**src/rtl/imem_load_controller_if.sv**
```systemverilog
// Bus bundle between the instruction-memory load controller, the fetch stage,
// the byte-stream loader and the instruction memory.
interface imem_load_controller_if #(
  parameter int unsigned DATA_WIDTH    = 20,
  parameter int unsigned ADDRESS_WIDTH = 8
);

  // Loader control and byte stream
  logic                     load_start;
  logic [ADDRESS_WIDTH:0]   load_count;
  logic                     byte_valid;
  logic [7:0]               byte_data;
  logic                     byte_ready;

  // Fetch stage and instruction memory
  logic [ADDRESS_WIDTH-1:0] fetch_addr;
  logic [ADDRESS_WIDTH-1:0] mem_addr;
  logic [DATA_WIDTH-1:0]    mem_wdata;
  logic                     mem_we;

  // Pipeline control and status
  logic                     cpu_stall;
  logic                     cpu_restart;
  logic                     load_done;
  logic                     load_err;
  logic [ADDRESS_WIDTH:0]   words_loaded;

  // Environment side: loader, fetch stage and memory
  modport master (
    output load_start, load_count, byte_valid, byte_data, fetch_addr,
    input  byte_ready, mem_addr, mem_wdata, mem_we, cpu_stall, cpu_restart,
           load_done, load_err, words_loaded
  );

  // Controller side
  modport slave (
    input  load_start, load_count, byte_valid, byte_data, fetch_addr,
    output byte_ready, mem_addr, mem_wdata, mem_we, cpu_stall, cpu_restart,
           load_done, load_err, words_loaded
  );

endinterface

```
**src/rtl/imem_load_controller.sv**
```systemverilog
// Instruction memory load controller: arbitrates the instruction memory between
// the fetch stage and a byte-stream loader, packing 3 bytes per word (MSB first),
// writing from address 0 upward, then restarting the pipeline.
// DATA_WIDTH must not exceed 24.
module imem_load_controller #(
  parameter int unsigned DATA_WIDTH    = 20,
  parameter int unsigned ADDRESS_WIDTH = 8,
  parameter int unsigned MEM_SIZE      = 256
) (
  input  logic                 clk,
  input  logic                 rst_n,
  imem_load_controller_if.slave bus
);

  localparam int unsigned CNT_W = ADDRESS_WIDTH + 1;
  localparam int unsigned ASM_W = 24;

  localparam logic [1:0] S_IDLE  = 2'd0;
  localparam logic [1:0] S_RECV  = 2'd1;
  localparam logic [1:0] S_WRITE = 2'd2;
  localparam logic [1:0] S_DONE  = 2'd3;

  logic [1:0]       r_state;
  logic [1:0]       w_state_next;
  logic [1:0]       r_byte_cnt;
  logic [CNT_W-1:0] r_wptr;
  logic [CNT_W-1:0] r_target;
  logic [ASM_W-1:0] r_asm;
  logic             r_load_err;

  logic             w_byte_fire;
  logic             w_over;
  logic             w_hi_err;
  logic [CNT_W-1:0] w_wptr_inc;
  logic [CNT_W-1:0] w_count_clamped;

  assign w_byte_fire     = bus.byte_valid && (r_state == S_RECV);
  assign w_wptr_inc      = r_wptr + CNT_W'(1);
  assign w_over          = bus.load_count > CNT_W'(MEM_SIZE);
  assign w_count_clamped = w_over ? CNT_W'(MEM_SIZE) : bus.load_count;

  // Flag assembled bits that do not fit in an instruction word
  generate
    if (DATA_WIDTH < ASM_W) begin : g_hi_chk
      assign w_hi_err = |r_asm[ASM_W-1:DATA_WIDTH];
    end else begin : g_no_hi_chk
      assign w_hi_err = 1'b0;
    end
  endgenerate

  // State register
  always_ff @(posedge clk or negedge rst_n) begin
    if (!rst_n) begin
      r_state <= S_IDLE;
    end else begin
      r_state <= w_state_next;
    end
  end

  // Next-state logic
  always_comb begin
    w_state_next = r_state;
    case (r_state)
      S_IDLE: begin
        if (bus.load_start) begin
          w_state_next = (bus.load_count == '0) ? S_DONE : S_RECV;
        end
      end
      S_RECV: begin
        if (w_byte_fire && (r_byte_cnt == 2'd2)) begin
          w_state_next = S_WRITE;
        end
      end
      S_WRITE: begin
        w_state_next = (w_wptr_inc == r_target) ? S_DONE : S_RECV;
      end
      S_DONE: begin
        w_state_next = S_IDLE;
      end
      default: begin
        w_state_next = S_IDLE;
      end
    endcase
  end

  // Load bookkeeping: target, write pointer, byte assembly and error flag
  always_ff @(posedge clk or negedge rst_n) begin
    if (!rst_n) begin
      r_byte_cnt <= '0;
      r_wptr     <= '0;
      r_target   <= '0;
      r_asm      <= '0;
      r_load_err <= 1'b0;
    end else begin
      case (r_state)
        S_IDLE: begin
          if (bus.load_start) begin
            r_wptr     <= '0;
            r_byte_cnt <= '0;
            r_target   <= w_count_clamped;
            r_load_err <= w_over;
          end
        end
        S_RECV: begin
          if (w_byte_fire) begin
            r_asm      <= {r_asm[ASM_W-9:0], bus.byte_data};
            r_byte_cnt <= (r_byte_cnt == 2'd2) ? 2'd0 : r_byte_cnt + 2'd1;
          end
        end
        S_WRITE: begin
          r_wptr <= w_wptr_inc;
          if (w_hi_err) begin
            r_load_err <= 1'b1;
          end
        end
        default: begin
        end
      endcase
    end
  end

  // Outputs decoded from the state register; memory address muxed by owner
  always_comb begin
    bus.byte_ready   = (r_state == S_RECV);
    bus.mem_we       = (r_state == S_WRITE);
    bus.cpu_stall    = (r_state != S_IDLE);
    bus.load_done    = (r_state == S_DONE);
    bus.cpu_restart  = (r_state == S_DONE);
    bus.mem_wdata    = r_asm[DATA_WIDTH-1:0];
    bus.load_err     = r_load_err;
    bus.words_loaded = r_wptr;
    bus.mem_addr     = (r_state == S_IDLE) ? bus.fetch_addr
                                           : r_wptr[ADDRESS_WIDTH-1:0];
  end

endmodule

```
**src/flat_wrapper.sv**
```systemverilog
// flat-port wrapper written by rule: the top's interface ports become plain ports
module imem_load_controller_flat 
#(
  parameter int unsigned DATA_WIDTH    = 20,
  parameter int unsigned ADDRESS_WIDTH = 8,
  parameter int unsigned MEM_SIZE      = 256
)
  (clk, rst_n, bus_load_start, bus_load_count, bus_byte_valid, bus_byte_data, bus_fetch_addr, bus_byte_ready, bus_mem_addr, bus_mem_wdata, bus_mem_we, bus_cpu_stall, bus_cpu_restart, bus_load_done, bus_load_err, bus_words_loaded);
  imem_load_controller_if #(.DATA_WIDTH(DATA_WIDTH), .ADDRESS_WIDTH(ADDRESS_WIDTH)) bus_i ();
  input  logic clk;
  input  logic rst_n;
  input wire logic [$bits(bus_i.load_start)-1:0] bus_load_start;
  input wire logic [$bits(bus_i.load_count)-1:0] bus_load_count;
  input wire logic [$bits(bus_i.byte_valid)-1:0] bus_byte_valid;
  input wire logic [$bits(bus_i.byte_data)-1:0] bus_byte_data;
  input wire logic [$bits(bus_i.fetch_addr)-1:0] bus_fetch_addr;
  output wire logic [$bits(bus_i.byte_ready)-1:0] bus_byte_ready;
  output wire logic [$bits(bus_i.mem_addr)-1:0] bus_mem_addr;
  output wire logic [$bits(bus_i.mem_wdata)-1:0] bus_mem_wdata;
  output wire logic [$bits(bus_i.mem_we)-1:0] bus_mem_we;
  output wire logic [$bits(bus_i.cpu_stall)-1:0] bus_cpu_stall;
  output wire logic [$bits(bus_i.cpu_restart)-1:0] bus_cpu_restart;
  output wire logic [$bits(bus_i.load_done)-1:0] bus_load_done;
  output wire logic [$bits(bus_i.load_err)-1:0] bus_load_err;
  output wire logic [$bits(bus_i.words_loaded)-1:0] bus_words_loaded;
  assign bus_i.load_start = bus_load_start;
  assign bus_i.load_count = bus_load_count;
  assign bus_i.byte_valid = bus_byte_valid;
  assign bus_i.byte_data = bus_byte_data;
  assign bus_i.fetch_addr = bus_fetch_addr;
  assign bus_byte_ready = bus_i.byte_ready;
  assign bus_mem_addr = bus_i.mem_addr;
  assign bus_mem_wdata = bus_i.mem_wdata;
  assign bus_mem_we = bus_i.mem_we;
  assign bus_cpu_stall = bus_i.cpu_stall;
  assign bus_cpu_restart = bus_i.cpu_restart;
  assign bus_load_done = bus_i.load_done;
  assign bus_load_err = bus_i.load_err;
  assign bus_words_loaded = bus_i.words_loaded;
  imem_load_controller #(.DATA_WIDTH(DATA_WIDTH), .ADDRESS_WIDTH(ADDRESS_WIDTH), .MEM_SIZE(MEM_SIZE)) u_core (.clk(clk), .rst_n(rst_n), .bus(bus_i));
endmodule
```
**config.mk**
```make
export PLATFORM = sky130hd
export DESIGN_NAME = imem_load_controller_flat
export DESIGN_NICKNAME = d
export VERILOG_FILES = /design/src/rtl/imem_load_controller_if.sv /design/src/rtl/imem_load_controller.sv /design/src/flat_wrapper.sv
export SDC_FILE = /design/constraint.sdc
export NUM_CORES = 1
export LEC_CHECK = 0
export CAP_MARGIN = 20
export CORE_UTILIZATION = 35
export CTS_BUF_LIST = sky130_fd_sc_hd__clkbuf_8
export DETAILED_ROUTE_END_ITERATION = 6
export GPL_TIMING_DRIVEN = 0
export SLEW_MARGIN = 20
export SYNTH_ARGS = -nofsm -noshare
export SYNTH_HDL_FRONTEND = slang
export SYNTH_SLANG_ARGS = --single-unit
```
**constraint.sdc**
```tcl
create_clock -name clk -period 2 [get_ports clk]
set_clock_uncertainty 0.05 [all_clocks]
set_input_delay 0.4 -clock clk [delete_from_list [all_inputs] [get_ports clk]]
set_output_delay 0.4 -clock clk [all_outputs]
set_load 0.01 [all_outputs]
```
# --- Word-level counts from Yosys, hierarchy flattened ---
# Cells that the tools add are included.
classes:
  add_sub_neg: 2
  magnitude_cmp: 1
  n_eq_ne: 9
  n_mux: 16
  n_reduce_logical: 14
op_table:
  columns: ["operator", "n"]
  rows:
  - ["two-way mux 9 bit", 2]
  - ["case mux 9 bit (2 select lines)", 1]
  - ["two-way mux 2 bit", 7]
  - ["adder 9 x 1 -> 9 bit (second input constant)", 1]
  - ["equality test 9 bit", 1]
  - ["> comparator 9 bit (second input constant)", 1]
  - ["logical NOT 9 bit", 1]
  - ["two-way mux 8 bit", 1]
  - ["case mux 2 bit (4 select lines)", 1]
  - ["AND reduction 2 bit", 4]
  - ["equality test 2 bit (second input constant)", 3]
  - ["inequality test 2 x 1 -> 1 bit (second input constant)", 3]
  - ["AND reduction 3 bit", 2]
  - ["nonzero test 2 bit", 3]
  - ["case mux 2 bit (2 select lines)", 1]
  - ["OR reduction 4 bit", 1]
  - ["adder 2 x 1 -> 2 bit (second input constant)", 1]
  - ["equality test 2 x 1 -> 1 bit (second input constant)", 1]
  - ["logical AND 1 bit", 2]
  - ["logical NOT 2 bit", 1]
  - ["two-way mux 1 bit", 2]
  - ["inequality test 2 bit (second input constant)", 1]
  - ["case mux 1 bit (2 select lines)", 1]
totals:
  regBits: 47
  inputBits: 29
  word_cells: 48

# --- Depth between registers and ports, before layout ---
depth:
  depth_word: 5
  mapped_depth: 7
  ltp_nobuf: 6

# --- Least setup slack after synthesis ---
# OpenSTA, ideal clock, no wires.
synth_timing:
  path_kind: "reg-to-reg"
  start: "register u_core.r_wptr[0], in the netlist u_core.bus.words_loaded[0]"
  end: "register u_core.r_state[1]"
  setup_time_ns: 0.066
  arrival_time_ns: 1.748
  required_ns: 1.884
  slack_ns: 0.136
  stages_incl_launch_ff: 7
  cell_sequence: "dfrtp_1 > ha_1 > buf_2 > nand3_2 > or3_1 > a2111oi_2 > a31o_1"
synth_between:
  elab_chain_cells: 4
synth_lines:
  columns: ["item", "line", "text"]
  rows:
  - ["start: declaration", "imem_load_controller.sv:26", "logic [CNT_W-1:0] r_wptr;"]
  - ["start signal: assignment", "imem_load_controller.sv:111", "r_wptr <= w_wptr_inc;"]
  - ["adder 9 x 1 -> 9 bit", "imem_load_controller.sv:38", "assign w_wptr_inc = r_wptr + CNT_W'(1);"]
  - ["equality test 9 bit", "imem_load_controller.sv:75", "w_state_next = (w_wptr_inc == r_target) ? S_DONE : S_RECV;"]
  - ["two-way mux 2 bit", "imem_load_controller.sv:75", null]
  - ["case mux 2 bit (4 select lines)", "imem_load_controller.sv:63", "case (r_state)"]
  - ["end signal: assignment", "imem_load_controller.sv:56", "r_state <= w_state_next;"]
  - ["end: declaration", "imem_load_controller.sv:23", "logic [1:0] r_state;"]
# No other way between the ends.
# A chain may end at the register's enable or synchronous reset.

# --- Worst setup path in the final report ---
layout_timing:
  start: "register u_core.r_state[1]"
  end: "output bus_mem_addr[1]"
layout_between:
  elab_chain_cells: 2
layout_lines:
  columns: ["item", "line", "text"]
  rows:
  - ["logical NOT 2 bit", "imem_load_controller.sv:132", "bus.mem_addr = (r_state == S_IDLE) ? bus.fetch_addr"]
  - ["two-way mux 8 bit", "imem_load_controller.sv:132", null]
  - ["end: declaration", "flat_wrapper.sv:18", "output wire logic [$bits(bus_i.mem_addr)-1:0] bus_mem_addr;"]
# No other way between the ends.

==> results.md <==
Worst hold path:
- The kind of path behind the tightest hold check is in2async.

Clocking:
- The register clock-pin slew on the reported worst setup and hold paths is around 90 ps.
- At the later pin of the worst-skew pair, clock insertion delay measures approximately 300 ps.
- The clock sink count is 47.
- The buffer cell driving the clock tree root is clkbuf_8.
- CTS built an H-tree with a depth of 2.
- The number of buffers inserted by hold repair at cts is 0.
- The number of buffers added by the clock tree synthesis step is 5.
- TritonCTS built the clock tree.
- Counting along the longest clock path gives a buffer depth of 2.

Placed design:
- The estimated wirelength of the detail-placed design is 4170 µm.
- At the end of routability-driven placement, the weighted congestion stood at between 0.7 and 0.8.
- The cell area reported after detailed placement is 3330 µm².
- The count of input and output buffers is 71.

Synth:
- The area share of the largest cell type after synthesis is 47.4%.
- Yosys instantiated no cell more often than dfrtp_1.
- The post-synthesis adder-cell area fraction is less than 1%.
- The portion of netlist area occupied by mux cells is approximately 14%.
- Of the synthesized area, sequential elements account for between 40% and 50%.
- The synthesized design contains 0 enable-type register cells.
- Of all flip-flops after synthesis, the portion carrying an async set or reset was between 90% and 100%.
- By area, the combinational part of the netlist is dominated by simple AND/OR/NAND/NOR gates.
- The library cell with the largest summed area after synthesis is dfrtp_1.
- The fraction of synthesized cell area in xor and xnor cells is under 10%.
- The synthesis-stage register bit count is 47.
- The number of nets in the synthesized netlist is 269.
- The compound-gate portion of the synthesized area is approximately 9.8%.
- A synthesized cell averages between 10 and 15 µm².
- Counting instances in the post-synthesis netlist gives the leading cell types as 47 x dfrtp_1, 31 x mux2_2, 30 x nand2_1.
- Counting every instance in the synthesized netlist gives between 200 and 250.
- Ranked by total cell area, the synthesized netlist is headed by dfrtp_1 47%, mux2_2 14%, buf_4 6.6%, nand2_1 4.5%, o21ai_0 3.6%.
- Yosys printed 0 warnings.
- Of the total synthesized cell area, the portion taken by AND, OR, NAND and NOR gates is 14.6%.
- The prevailing post-synth register cell is dfrtp_1.
- The number of distinct library cells after synthesis is 40.
- The cell area after synthesis is between 2000 and 2500 µm².

STA:
- Derived from the worst setup path, the maximum achievable clock frequency is between 400 and 500 MHz.
- Setup repair after global routing could not meet its margin everywhere.
- The hold violation count in the final report came to 4.
- For the pin with the worst max-slew slack, the measured transition is between 500 and 600 ps.
- Setup violations remaining at the end of the flow were counted as 2.
- The final-layout worst hold slack is -2.55 ps.
- The worst setup slack after layout is -22.9 ps.
- Setup total negative slack on the finished layout was measured at -41.2 ps.
- The headroom to the max-slew limit is between 60% and 70%.
- The post-route fraction of the period consumed by the critical path is 101%.
- For the finished layout, the period the worst path requires is slightly above 2000 ps.
- The final count of pins violating max slew is 0.

Global routing:
- The number of antenna violations at the first check in global routing is 0.
- The final global-route overflow total is 0.
- The first global-routing pass estimated between 9000 and 10000 µm of wire.
- The combined global-route utilization of all metal layers is between 15 and 20%.
- The via count of the first global-routing pass is between 1.5k and 2k.
- Entering global routing, the biggest net connects 30 pins.

Routing:
- The count of routing violations after the opening detailed-route iteration is 68.
- The count of vias placed by the detailed router is slightly above 2k.
- The DRC violations left is 0.
- The mean routed wirelength per cell is between 10 and 15 µm.
- The number of nets still failing antenna checks after routing is 0.
- The per-cell via count in the routed design is approximately 4.9.
- Wires add up to just under 6000 µm.
- The first detailed-routing pass took 4 iterations.

Layout:
- The count of fill cells added during filler insertion is 646.
- The net count of the finished layout is ~360.
- The fraction of the core area covered by cells at the end of the flow is a little over half.
- Summing all multi-input logic gate instances after layout gives approximately 1100 µm².
- The area of all placed cells without fillers is 3570 µm².
- The register cell area after layout is 1180 µm².
- The share of final-layout standard cells stronger than drive strength 1 is between 30% and 40%.
- The repair_antennas step left the layout with diodes totalling 0.
- The area growth from synthesis to layout is 43.6%.

Setup path:
- Along the worst path, the maximum fanout reaches 5.
- The required arrival time at the worst endpoint is ~1600 ps.
- STA puts the critical path data arrival time at about 1600 ps.
- The worst setup path is captured at a primary output.
- The startpoint class of the critical path is a flip-flop.
- The endpoint of the most critical register-to-register path is u_core.r_state[1].
- For the worst flop-to-flop path, the logic depth is 6.
- The critical path launch point is u_core.r_state[1].
- For flop-to-flop paths, the worst setup slack is 130 ps.
- The critical path is of the reg2out type.
- The reg-to-reg critical path startpoint is u_core.bus.words_loaded[0].
- The end point of the critical path is bus_mem_addr[1].

Power:
- The power density normalized to cell area is 1290 nW/µm².
- In this run the static leakage power is roughly 0.0016 µW.
- IR analysis of the VDD net gives a maximum drop of 0.627 mV.

Die:
- For this configuration, the core starts out at a cell density of 36.4%.
- From left edge to right edge, the die measures about 86 µm.
- The area of the die is between 7000 and 8000 µm².
- The area of the core is 6830 µm².
- In this run the core area contains 30 standard-cell rows.
- The y dimension of the die is around 86 µm.
- During I/O placement, the number of pins put on the boundary was between 70 and 80.

Status:
- The run finished, with violations left.
- The checks that failed: negative hold slack, negative setup slack.

Run:
- The count of max-cap constraint violations is 0.
==> state kept, by name, summed over array words and instances, names as in the netlist <==
name / cells
u_core.r_asm: 24
u_core.bus.words_loaded: 9
u_core.r_state: 2
u_core.bus.load_err: 1
u_core.r_target: 9
u_core.r_byte_cnt: 2
==> power by group <==
group / internal, µW / total [µW] / switching, µW / leakage [µW]
Combinational: 1430 / 2280 / 852 / 0.000938
Clock: 405 / 727 / 322 / 0.0000612
Sequential: 1330 / 1600 / 269 / 0.000581
==> layout make-up <==
| class | count | share of cell area, % |
|---|---|---|
| sequential | 47 | 33.1 |
| timing repair buffer | 85 | 22.8 |
| tap | 96 | 3.37 |
| inverter | 5 | 0.526 |
| clock buffer | 6 | 2.31 |
| multi-input combinational | 154 | 30.7 |
| clock inverter | 2 | 0.982 |
| buffer | 33 | 6.31 |
==> per-stage QoR <==
| step | std cells | worst slack [ps] | hold WS (ps) | total power, µW |
|---|---|---|---|---|
| 6_report | 428 | -22.9 | -2.55 | 4610 |
| 5_1_grt | 428 | -60.8 | 17.2 | 4920 |
| 4_1_cts | 422 | -46.8 | 10.3 | 4590 |
| 3_5_place_dp | 407 | -367 | 340 | 3750 |
| 3_3_place_gp | 406 | -920 | 421 | 3690 |
| 2_1_floorplan | 239 | 136 | 54.4 | 2830 |
==> worst min-delay path by stage <==
stage | endpoint | slack, ps
after global placement | u_core.r_byte_cnt[0] | 420
final | u_core.bus.words_loaded[2] | -3
after floorplan | u_core.bus.load_err | 50
after CTS | u_core.bus.words_loaded[2] | 10
after global routing | u_core.r_byte_cnt[0] | 20
after detailed placement | u_core.bus.words_loaded[2] | 340
==> per-layer routing <==
layer  track usage, %  vias to the layer above  share of wire [%]
met3             4.76                       11                7.2
li1                 -                      992                  -
met5                0                        -                  0
met1             18.7                      996                 42
met4             4.55                        0                1.8
met2             27.8                       79                 49
==> worst max-delay path, cell delays in order (launching register included) <==
cell	delay, ps
dfrtp_1	430
nor2_4	190
buf_6	150
buf_6	90
mux2_4	290
buf_6	120
==> timing repair <==
action / 4_1_cts / 5_1_grt
cloned: 1 / 0
buffers inserted: 6 / 6
gates resized for setup: 47 / 7
pin swaps: 1 / 1
setup endpoints to repair: 12 / 18
==> layout by cell type (no fill, tap or decap), types with 3 or more instances in the layout <==
master	synthesis	final
dlygate4sd2_1	0	5
a21oi_1	8	8
mux2_2	31	29
xnor2_1	9	9
o21ai_0	18	18
buf_2	7	10
nand3b_1	4	4
clkbuf_8	0	6
nand2_1	30	29
dfrtp_2	0	3
nor2_1	10	8
clkbuf_1	3	3
dfrtp_1	47	44
nand3_1	5	5
nand4_1	5	5
nand2b_1	4	4
inv_1	5	5
buf_4	22	33
clkdlybuf4s50_1	0	57
buf_6	0	7
==> cell families after synthesis <==
group / count (synthesis)
multiplexers: 32
AND/OR/NAND/NOR: 71
buffers and inverters: 38
AO/OA/AOI/OAI: 39
adder cells (fa/ha/maj): 1
XOR/XNOR: 11
flip-flops: 47
Note: power is estimated with default switching activity, not from simulation.
